`src/rtl/sram_rd_streamer_pkg.sv`:
```
// Shared types and default geometry for the SRAM read streamer.
package sram_rd_streamer_pkg;

  localparam int unsigned DEF_DATA_W     = 128;
  localparam int unsigned DEF_ADDR_W     = 11;
  localparam int unsigned DEF_FIFO_DEPTH = 4;

  typedef enum logic [1:0] {
    IDLE  = 2'd0,
    RUN   = 2'd1,
    DRAIN = 2'd2
  } state_t;

endpackage

```
`src/rtl/sram_rd_streamer_if.sv`:
```
// SRAM port plus output stream of the read streamer; master is the streamer side.
interface sram_rd_streamer_if
  import sram_rd_streamer_pkg::*;
#(
  parameter int unsigned DATA_W = DEF_DATA_W,
  parameter int unsigned ADDR_W = DEF_ADDR_W
);

  logic              sram_cen;
  logic              sram_wen;
  logic [ADDR_W-1:0] sram_a;
  logic [DATA_W-1:0] sram_q;
  logic              out_valid;
  logic              out_ready;
  logic [DATA_W-1:0] out_data;

  modport master (
    output sram_cen, sram_wen, sram_a, out_valid, out_data,
    input  sram_q, out_ready
  );

  modport slave (
    input  sram_cen, sram_wen, sram_a, out_valid, out_data,
    output sram_q, out_ready
  );

endinterface

```
`src/rtl/sync_fifo.sv`:
```
// Single-clock FIFO with combinational head output; simultaneous push/pop keeps occupancy.
module sync_fifo #(
  parameter int unsigned WIDTH = 8,
  parameter int unsigned DEPTH = 4
) (
  input  logic                     clk,
  input  logic                     reset_n,
  input  logic                     push,
  input  logic [WIDTH-1:0]         push_data,
  input  logic                     pop,
  output logic [WIDTH-1:0]         pop_data,
  output logic                     full,
  output logic                     empty,
  output logic [$clog2(DEPTH):0]   count
);

  localparam int unsigned PTR_W = $clog2(DEPTH);
  localparam int unsigned CNT_W = PTR_W + 1;

  logic [WIDTH-1:0] mem [DEPTH];
  logic [PTR_W-1:0] wr_ptr;
  logic [PTR_W-1:0] rd_ptr;
  logic             do_push;
  logic             do_pop;

  assign full     = (count == CNT_W'(DEPTH));
  assign empty    = (count == '0);
  assign do_push  = push && !full;
  assign do_pop   = pop && !empty;
  assign pop_data = mem[rd_ptr];

  always_ff @(posedge clk or negedge reset_n) begin
    if (!reset_n) begin
      wr_ptr <= '0;
      rd_ptr <= '0;
      count  <= '0;
    end else begin
      if (do_push) wr_ptr <= wr_ptr + PTR_W'(1);
      if (do_pop)  rd_ptr <= rd_ptr + PTR_W'(1);
      case ({do_push, do_pop})
        2'b10:   count <= count + CNT_W'(1);
        2'b01:   count <= count - CNT_W'(1);
        default: count <= count;
      endcase
    end
  end

  // Storage is left unreset; only the pointers define what is valid.
  always_ff @(posedge clk) begin
    if (do_push) mem[wr_ptr] <= push_data;
  end

endmodule

```
`src/rtl/sram_rd_streamer.sv`:
```
// Streams a contiguous, address-wrapping SRAM burst into a credit-gated output FIFO.
module sram_rd_streamer
  import sram_rd_streamer_pkg::*;
#(
  parameter int unsigned DATA_W     = DEF_DATA_W,
  parameter int unsigned ADDR_W     = DEF_ADDR_W,
  parameter int unsigned FIFO_DEPTH = DEF_FIFO_DEPTH
) (
  input  logic              clk,
  input  logic              reset_n,
  input  logic              start,
  input  logic [ADDR_W-1:0] base_addr,
  input  logic [ADDR_W:0]   len,
  output logic              busy,
  output logic              done,
  sram_rd_streamer_if.master bus
);

  localparam int unsigned CNT_W = $clog2(FIFO_DEPTH) + 1;

  state_t            state;
  logic [ADDR_W-1:0] addr;
  logic [ADDR_W:0]   remaining;
  logic              in_flight;
  logic              issue;
  logic              credit_ok;
  logic              pop;
  logic              drain_done;
  logic              fifo_full;
  logic              fifo_empty;
  logic [CNT_W-1:0]  fifo_count;

  // A read may only start if its word is guaranteed a FIFO slot two edges later.
  assign credit_ok  = (32'(fifo_count) + 32'(in_flight)) < FIFO_DEPTH;
  assign issue      = (state == RUN) && (remaining != '0) && credit_ok && !fifo_full;
  assign pop        = bus.out_valid && bus.out_ready;
  assign drain_done = !in_flight && (fifo_empty || (fifo_count == CNT_W'(1) && pop));

  assign bus.sram_cen  = ~issue;
  assign bus.sram_wen  = 1'b1;
  assign bus.sram_a    = addr;
  assign bus.out_valid = ~fifo_empty;

  always_ff @(posedge clk or negedge reset_n) begin
    if (!reset_n) begin
      state     <= IDLE;
      busy      <= 1'b0;
      done      <= 1'b0;
      addr      <= '0;
      remaining <= '0;
      in_flight <= 1'b0;
    end else begin
      done      <= 1'b0;
      in_flight <= issue;
      case (state)
        IDLE: begin
          if (start) begin
            if (len != '0) begin
              addr      <= base_addr;
              remaining <= len;
              busy      <= 1'b1;
              state     <= RUN;
            end else begin
              done <= 1'b1;
            end
          end
        end
        RUN: begin
          if (issue) begin
            addr      <= addr + ADDR_W'(1);
            remaining <= remaining - (ADDR_W + 1)'(1);
            if (remaining == (ADDR_W + 1)'(1)) state <= DRAIN;
          end
        end
        DRAIN: begin
          // Finish on the edge that consumes the last buffered word.
          if (drain_done) begin
            busy  <= 1'b0;
            done  <= 1'b1;
            state <= IDLE;
          end
        end
        default: state <= IDLE;
      endcase
    end
  end

  sync_fifo #(
    .WIDTH (DATA_W),
    .DEPTH (FIFO_DEPTH)
  ) u_fifo (
    .clk       (clk),
    .reset_n   (reset_n),
    .push      (in_flight),
    .push_data (bus.sram_q),
    .pop       (pop),
    .pop_data  (bus.out_data),
    .full      (fifo_full),
    .empty     (fifo_empty),
    .count     (fifo_count)
  );

endmodule

```
`src/flat_wrapper.sv`:
```
// flat-port wrapper written by rule: the top's interface ports become plain ports
module sram_rd_streamer_flat import sram_rd_streamer_pkg::*;
#(
  parameter int unsigned DATA_W     = DEF_DATA_W,
  parameter int unsigned ADDR_W     = DEF_ADDR_W,
  parameter int unsigned FIFO_DEPTH = DEF_FIFO_DEPTH
)
  (clk, reset_n, start, base_addr, len, busy, done, bus_sram_cen, bus_sram_wen, bus_sram_a, bus_out_valid, bus_out_data, bus_sram_q, bus_out_ready);
  sram_rd_streamer_if #(.DATA_W(DATA_W), .ADDR_W(ADDR_W)) bus_i ();
  input  logic clk;
  input  logic reset_n;
  input  logic start;
  input  logic [ADDR_W-1:0] base_addr;
  input  logic [ADDR_W:0] len;
  output logic busy;
  output logic done;
  output wire logic [$bits(bus_i.sram_cen)-1:0] bus_sram_cen;
  output wire logic [$bits(bus_i.sram_wen)-1:0] bus_sram_wen;
  output wire logic [$bits(bus_i.sram_a)-1:0] bus_sram_a;
  output wire logic [$bits(bus_i.out_valid)-1:0] bus_out_valid;
  output wire logic [$bits(bus_i.out_data)-1:0] bus_out_data;
  input wire logic [$bits(bus_i.sram_q)-1:0] bus_sram_q;
  input wire logic [$bits(bus_i.out_ready)-1:0] bus_out_ready;
  assign bus_sram_cen = bus_i.sram_cen;
  assign bus_sram_wen = bus_i.sram_wen;
  assign bus_sram_a = bus_i.sram_a;
  assign bus_out_valid = bus_i.out_valid;
  assign bus_out_data = bus_i.out_data;
  assign bus_i.sram_q = bus_sram_q;
  assign bus_i.out_ready = bus_out_ready;
  sram_rd_streamer #(.DATA_W(DATA_W), .ADDR_W(ADDR_W), .FIFO_DEPTH(FIFO_DEPTH)) u_core (.clk(clk), .reset_n(reset_n), .start(start), .base_addr(base_addr), .len(len), .busy(busy), .done(done), .bus(bus_i));
endmodule
```
`config.mk`:
```
export PLATFORM = sky130hd
export DESIGN_NAME = sram_rd_streamer_flat
export DESIGN_NICKNAME = d
export VERILOG_FILES = /design/src/rtl/sram_rd_streamer_pkg.sv /design/src/rtl/sram_rd_streamer_if.sv /design/src/rtl/sync_fifo.sv /design/src/rtl/sram_rd_streamer.sv /design/src/flat_wrapper.sv
export SDC_FILE = /design/constraint.sdc
export NUM_CORES = 1
export LEC_CHECK = 0
export ABC_CLOCK_PERIOD_IN_PS = 4600
export BUFFER_PORTS_ARGS = -buffer_cell sky130_fd_sc_hd__clkbuf_2
export CORE_ASPECT_RATIO = 0.9
export CORE_MARGIN = 1.5
export CORE_UTILIZATION = 40
export DETAILED_ROUTE_END_ITERATION = 7
export GPL_ROUTABILITY_DRIVEN = 0
export PLACE_DENSITY = 0.67
export SKIP_CTS_REPAIR_TIMING = 1
export SYNTH_ARGS = -nofsm -noshare
export SYNTH_HDL_FRONTEND = slang
export SYNTH_SLANG_ARGS = --single-unit
```
`constraint.sdc`:
```
create_clock -name clk -period 4.6 [get_ports clk]
set_input_delay 0.46 -clock clk [delete_from_list [all_inputs] [get_ports clk]]
set_output_delay 0.46 -clock clk [all_outputs]
set_load 0.01 [all_outputs]
```
-- Word level (Yosys, flattened, before mapping)
Memory sizes are Yosys's and may differ from the RTL's.
Index checks and enable logic that the tools add are counted.
- flip-flop bits (word level): 35
- bits in latches: 0
- memory bits (writable): 512
- ROM bits: 0
- input bits: 155
- output and inout port bits: 144
- word-level logic and storage cells: 79
- memories kept: 1
- $add $sub $neg: 7
- $mul: 0
- div/mod/pow operators: 0
- magnitude comparators: 1
- equality and inequality tests: 12
- shift operators: 0
- mux-type cells: 25
- bitwise logic cells: 2
- reduce and logical (&&, ||, !) cells: 22
- memory list (memory ; words ; width ; rd ports ; clocked after Yosys merged registers in ; write ports ; line ; source):
    u_core.u_fifo.mem ; 4 ; 128 ; 1 ; 0 ; 1 ; sync_fifo.sv:20 ; logic [WIDTH-1:0] mem [DEPTH];
- operator list (operator ; count):
    $mux W12 ; 3
    $mux W11 ; 3
    $lt A32 B3 Y1 const B ; 1
    $pmux W12 S2 ; 1
    $reduce_bool A12 Y1 ; 2
    $pmux W11 S2 ; 1
    $eq A12 B1 Y1 const B ; 1
    $sub A12 B1 Y12 const B ; 1
    $add A11 B1 Y11 const B ; 1
    $mux W2 ; 5
    $logic_and A1 B1 Y1 ; 8
    $mux W1 ; 8
    $reduce_and A4 Y1 ; 2
    $ne A2 B1 Y1 const B ; 3
    $pmux W2 S3 ; 1
    $pmux W3 S2 ; 1
    $reduce_bool A2 Y1 ; 3
    $reduce_and A5 Y1 ; 1
    $add A2 B1 Y2 const B ; 2
    $add A3 B1 Y4 ; 1
    $eq A2 B1 Y1 const B ; 2
    $eq A2 B2 Y1 const B ; 2
    $ne A2 B2 Y1 const B ; 2
    $pmux W1 S2 ; 2
    other kinds (9) ; 12

-- Logic depth before layout (Yosys ltp)
- word-level depth: 8
- gate-level depth with buffers: 9
- mapped depth without buffers: 8

-- Modules after synthesis
From an unflattened synthesis, not the netlist that was laid out.
- cell total of the unflattened synthesis: 918
- area, all modules: 20661.1 um2
- modules (own cells, without submodules) (module ; instances ; cells each ; area each (um2) ; seq. area each (um2)):
    sync_fifo ; 1 ; 706 ; 18885.6 ; 15549.9
    sram_rd_streamer ; 1 ; 212 ; 1775.5 ; 700.7

-- Worst setup path after synthesis
No wires, ideal clock.
- kind: register -> register
- start: register u_core.u_fifo.count[0]
- end: memory u_core.u_fifo.mem[2][0] (netlist name) (enable)
- setup time: 502 ps
- data arrival time: 4067 ps
- data required time: 4098 ps
- slack: 31 ps
- cell stages (with the launch flop): 5
- path buffers: 0
- clock period less this slack: 4569 ps
- cell sequence: dfrtp_1 > inv_1 > ha_1 > a21boi_1 > and2_1
- longest elaborated chain between the ends: 5
- RTL lines (item ; line ; source):
    start, declared ; sync_fifo.sv:14 ; output logic [$clog2(DEPTH):0] count
    start signal, assigned ; sync_fifo.sv:41 ; 2'b10: count <= count + CNT_W'(1);
    start signal, assigned ; sync_fifo.sv:42 ; 2'b01: count <= count - CNT_W'(1);
    start signal, assigned ; sync_fifo.sv:43 ; default: count <= count;
    $eq A3 B3 Y1 ; sync_fifo.sv:26 ; assign full = (count == CNT_W'(DEPTH));
    $logic_not A1 Y1 ; sync_fifo.sv:28 ; assign do_push = push && !full;
    $logic_and A1 B1 Y1 ; sync_fifo.sv:28 ;
    $mux W1 ; sync_fifo.sv:50 ; if (do_push) mem[wr_ptr] <= push_data;
    $mux W1 (implied by the code) ; sync_fifo.sv:50 ;
    end, declared ; sync_fifo.sv:20 ;
No other way between the ends.

-- Worst setup path in the final report
- start: register u_core.u_fifo.rd_ptr[0]
- end: output port bus_out_data[86]
- longest elaborated chain between the ends: 1
- RTL lines (item ; line ; source):
    start, declared ; sync_fifo.sv:22 ; logic [PTR_W-1:0] rd_ptr;
    start signal, assigned ; sync_fifo.sv:39 ; if (do_pop) rd_ptr <= rd_ptr + PTR_W'(1);
    $mem_v2 Z4 W128 ; -- ;
    end, declared ; flat_wrapper.sv:21 ; output wire logic [$bits(bus_i.out_data)-1:0] bus_out_data;
No other way between the ends.

==> results.md <==
* Die Wd at 242 um
* Unique masters post-synth at 48
* VDD IR-drop max at 0.355 mV
* CP Capture Type: primary output
* Pin count of the biggest net entering global routing at 82
* Post-synth top area share at 74.8%
* Leak pwr at 0.00858 uW
* Clock transition at path regs at 0.06 ns
* Remaining antenna violation count at 0
* TritonCTS Buffers at 54
* Residual DRC count at 0
* TNS Setup at 0 ns
* Root buf cell: clkbuf_16
* Total power at 16,800 uW
* Mapped Area at 20,500 sq um
* Final Net Count at 1,412
* Gr usage total at 16.2%
* Actual slew at the worst max-slew pin at 1.03 ns
* Max-cap violations at 0
* Worst Path Buf+Inv at 2
* Synthesized Nets at 1,082
* Core area at 50,600 sq um
* Max-slew violation count at 0
* Layout cell share with drive strength beyond 1 at 41.5%
* Worst path cell trace: buf_12 -> mux4_2 -> clkbuf_2
* Max incr delay on CP at 0.88 ns
* Seq/Total Area, Yosys at 79.1%
* Clock sinks at 547
* Worst hold path type: in -> async
* Initial core utilization at 40.6%
* Pwr/cell area at 679 nW/um^2
* Final setup fails at 0
* Die Ht at 218 um
* DP HPWL at 25.7 mm
* Achievable frequency at 314 MHz
* Cell accounting for the most synthesized area: edfxtp_1
* Finished Core Util at 48.8%
* Via count at 10,200
* First DRT Iteration DRCs at 682
* Post-route minimum period at 3.19 ns
* Post-synthesis register bit count at 547
* Number of global-route vias before repair at 10,700
* Status: complete, no violations
* # port buffers at 297
* Period Utilization, post-route at 69.3%
* Final Hold Viols at 0
* Fin Clk Skew at 0.0187 ns
* Design area at 24,700 sq um
* Total Wirelength at 42.4 mm
* DR pass1 iterations at 5
* Ys Warns at 0
* WL/cell at 21.6 um
* Worst-path maximum fanout at 46
* Num rows at 78
* Clk buf depth at 3
* Startpoint Class: flop
* Post-synth EDFFs at 512
* Worst-Skew Late Latency at 0.60 ns
* Synth Instances at 914
* Die ar. at 52,700 sq um
* H-tree depth at 2
* CTS tree: done
* Largest cells by area after synthesis: edfxtp_1 75%, mux4_2 14%, dfrtp_1 4.3%
* Cell family with most CP delay: flip-flops
* Syn Area/Cell at 22.5 sq um
* Synth-to-Final Area Change at 20.1%
* Async SR Flop Fraction at 6.40%
* Top FF cell, synth: edfxtp_1
* Worst path slowest cell: dfrtp_4
* Worst slew margin at 31.1%
* Setup Crit Path Kind: reg -> out
* Global-route wire length before repair at 64.6 mm
* Detailed-route vias per instance at 5.17
* Placed Instance Area at 22,900 sq um
* Critical path data required time at 4.14 ns
* WP data arrival at 2.73 ns
* Antenna violations before repair at 3
* GRT Residual Overflow at 0
* Ports at 299
* RSZ-0062 raised after global routing: no
==> synthesized netlist by cell type, types with 2 or more instances <==
| cell type | instances |
|---|---|
| o21bai_1 | 2 |
| a22oi_1 | 3 |
| a32oi_1 | 3 |
| a21oi_1 | 21 |
| mux4_2 | 128 |
| o22ai_1 | 2 |
| a31oi_1 | 3 |
| o22a_1 | 2 |
| nor4_1 | 5 |
| buf_2 | 14 |
| or3_1 | 2 |
| mux2i_1 | 3 |
| inv_1 | 11 |
| and3_1 | 5 |
| o21a_1 | 3 |
| a311o_1 | 2 |
| dfrtp_1 | 35 |
| nor3_1 | 14 |
| clkbuf_1 | 20 |
| nand2_1 | 9 |
| and2_1 | 5 |
| xnor2_1 | 4 |
| o2bb2ai_1 | 3 |
| buf_4 | 2 |
| o21ai_0 | 27 |
| buf_1 | 5 |
| o32ai_1 | 3 |
| edfxtp_1 | 512 |
| nand2b_1 | 5 |
| nand3_1 | 7 |
| nor2_1 | 24 |
| xor2_1 | 2 |
| ha_1 | 13 |
==> cell families after synthesis <==
| group | Yosys count | share of synthesized area [%] |
|---|---|---|
| AO/OA/AOI/OAI | 79 | 2.37 |
| AND/OR/NAND/NOR | 84 | 2.17 |
| XOR/XNOR | 6 | 0.256 |
| adder cells (fa/ha/maj) | 13 | 0.792 |
| other | 1 | 0.0183 |
| buffers and inverters | 53 | 1.13 |
| multiplexers | 131 | 14.2 |
| flip-flops | 547 | 79.1 |
==> per-stage QoR <==
step | setup WS [ns] | std cells | hold slack, ns
detailed placement | 1.67 | 1868 | 0.508
CTS | 1.30 | 1967 | 0.00954
floorplan | 0.0307 | 914 | 0.164
finish | 1.41 | 1968 | 0.00210
global route | 1.19 | 1967 | 0.0472
global placement | 1.74 | 1868 | 0.476
==> worst paths after layout <==
| path | start | endpoint | slack [ns] | cells past startpoint |
|---|---|---|---|---|
| min reg2reg | u_core.state[0]$_DFFE_PN0P_ | u_core.done$_DFF_PN0_ | 0.51 | 1 |
| max reg2reg | u_core.u_fifo.count[0]$_DFFE_PN0P_ | u_core.u_fifo.mem[1][72]$_DFFE_PP_ | 1.78 | 5 |
| min | reset_n | u_core.remaining[6]$_DFFE_PN0P_ | 0.002 | 1 |
| min in group clk | bus_sram_q[25] | u_core.u_fifo.mem[3][25]$_DFFE_PP_ | 0.08 | 1 |
| max in group asynchronous | reset_n | u_core.u_fifo.rd_ptr[1]$_DFFE_PN0P_ | 3.91 | 1 |
| max | u_core.u_fifo.rd_ptr[0]$_DFFE_PN0P_ | bus_out_data[86] | 1.41 | 3 |
==> flip-flops by register name, summed over array words and instances (netlist names) <==
name	flops
u_core.state	2
u_core.remaining	12
u_core.busy	1
u_core.in_flight	1
u_core.u_fifo.rd_ptr	2
u_core.u_fifo.count	3
u_core.u_fifo.wr_ptr	2
u_core.done	1
u_core.u_fifo.mem	512
u_core.bus.sram_a	11
==> cell type report <==
class	instances	area (sq um)
fillers	4228	25900
flip-flops and latches	547	16300
multi-input cells	314	4080
repair buffers	316	1720
clock buffers	61	1410
well taps	680	851
clock inverters	38	330
inverters	11	41.3
diodes	1	2.50
==> layer usage <==
layer	track usage, %	up-vias	share of wire [%]
met5	0	-	0.075
met4	5.15	6	2.2
met3	4.07	64	6.7
met2	26.0	343	48
met1	21.9	5254	43
li1	-	4498	-
==> worst reg2reg max path: stages, from the launching register on <==
cell and delay [ns]:
dfrtp_1 0.45, inv_1 0.09, ha_1 0.23, a21boi_1 0.50
and2_4 0.81, buf_12 0.37
==> cells in the final DEF (no fill, tap or decap), types with 3 or more instances in the layout <==
cell type	synthesis	final
a21oi_1	21	21
dfrtp_1	35	33
bufinv_16	0	5
a32oi_1	3	3
nand2b_1	5	5
buf_4	2	12
and2_4	0	4
clkbuf_16	0	55
mux4_2	128	128
o2bb2ai_1	3	3
edfxtp_1	512	512
o32ai_1	3	3
and3_1	5	5
o21ai_0	27	27
a22oi_1	3	3
buf_12	0	7
mux2i_1	3	3
xnor2_1	4	4
o21a_1	3	3
nand2_1	9	9
nor3_1	14	14
clkinv_2	0	13
ha_1	13	13
clkbuf_1	20	5
a31oi_1	3	3
nor2_1	24	24
nand3_1	7	7
inv_1	11	11
clkbuf_2	0	297
clkinvlp_4	0	5
nor4_1	5	5
clkinv_1	0	13
==> report_power, final <==
group          leakage (uW)  internal [uW]  switching [uW]  total [uW]
clock network      0.000848           2480            1820        4300
logic               0.00264           2250            2870        5130
registers           0.00509           6790             551        7340
total               0.00858          11500            5250       16800
Note: power is estimated with default switching activity, not from simulation.
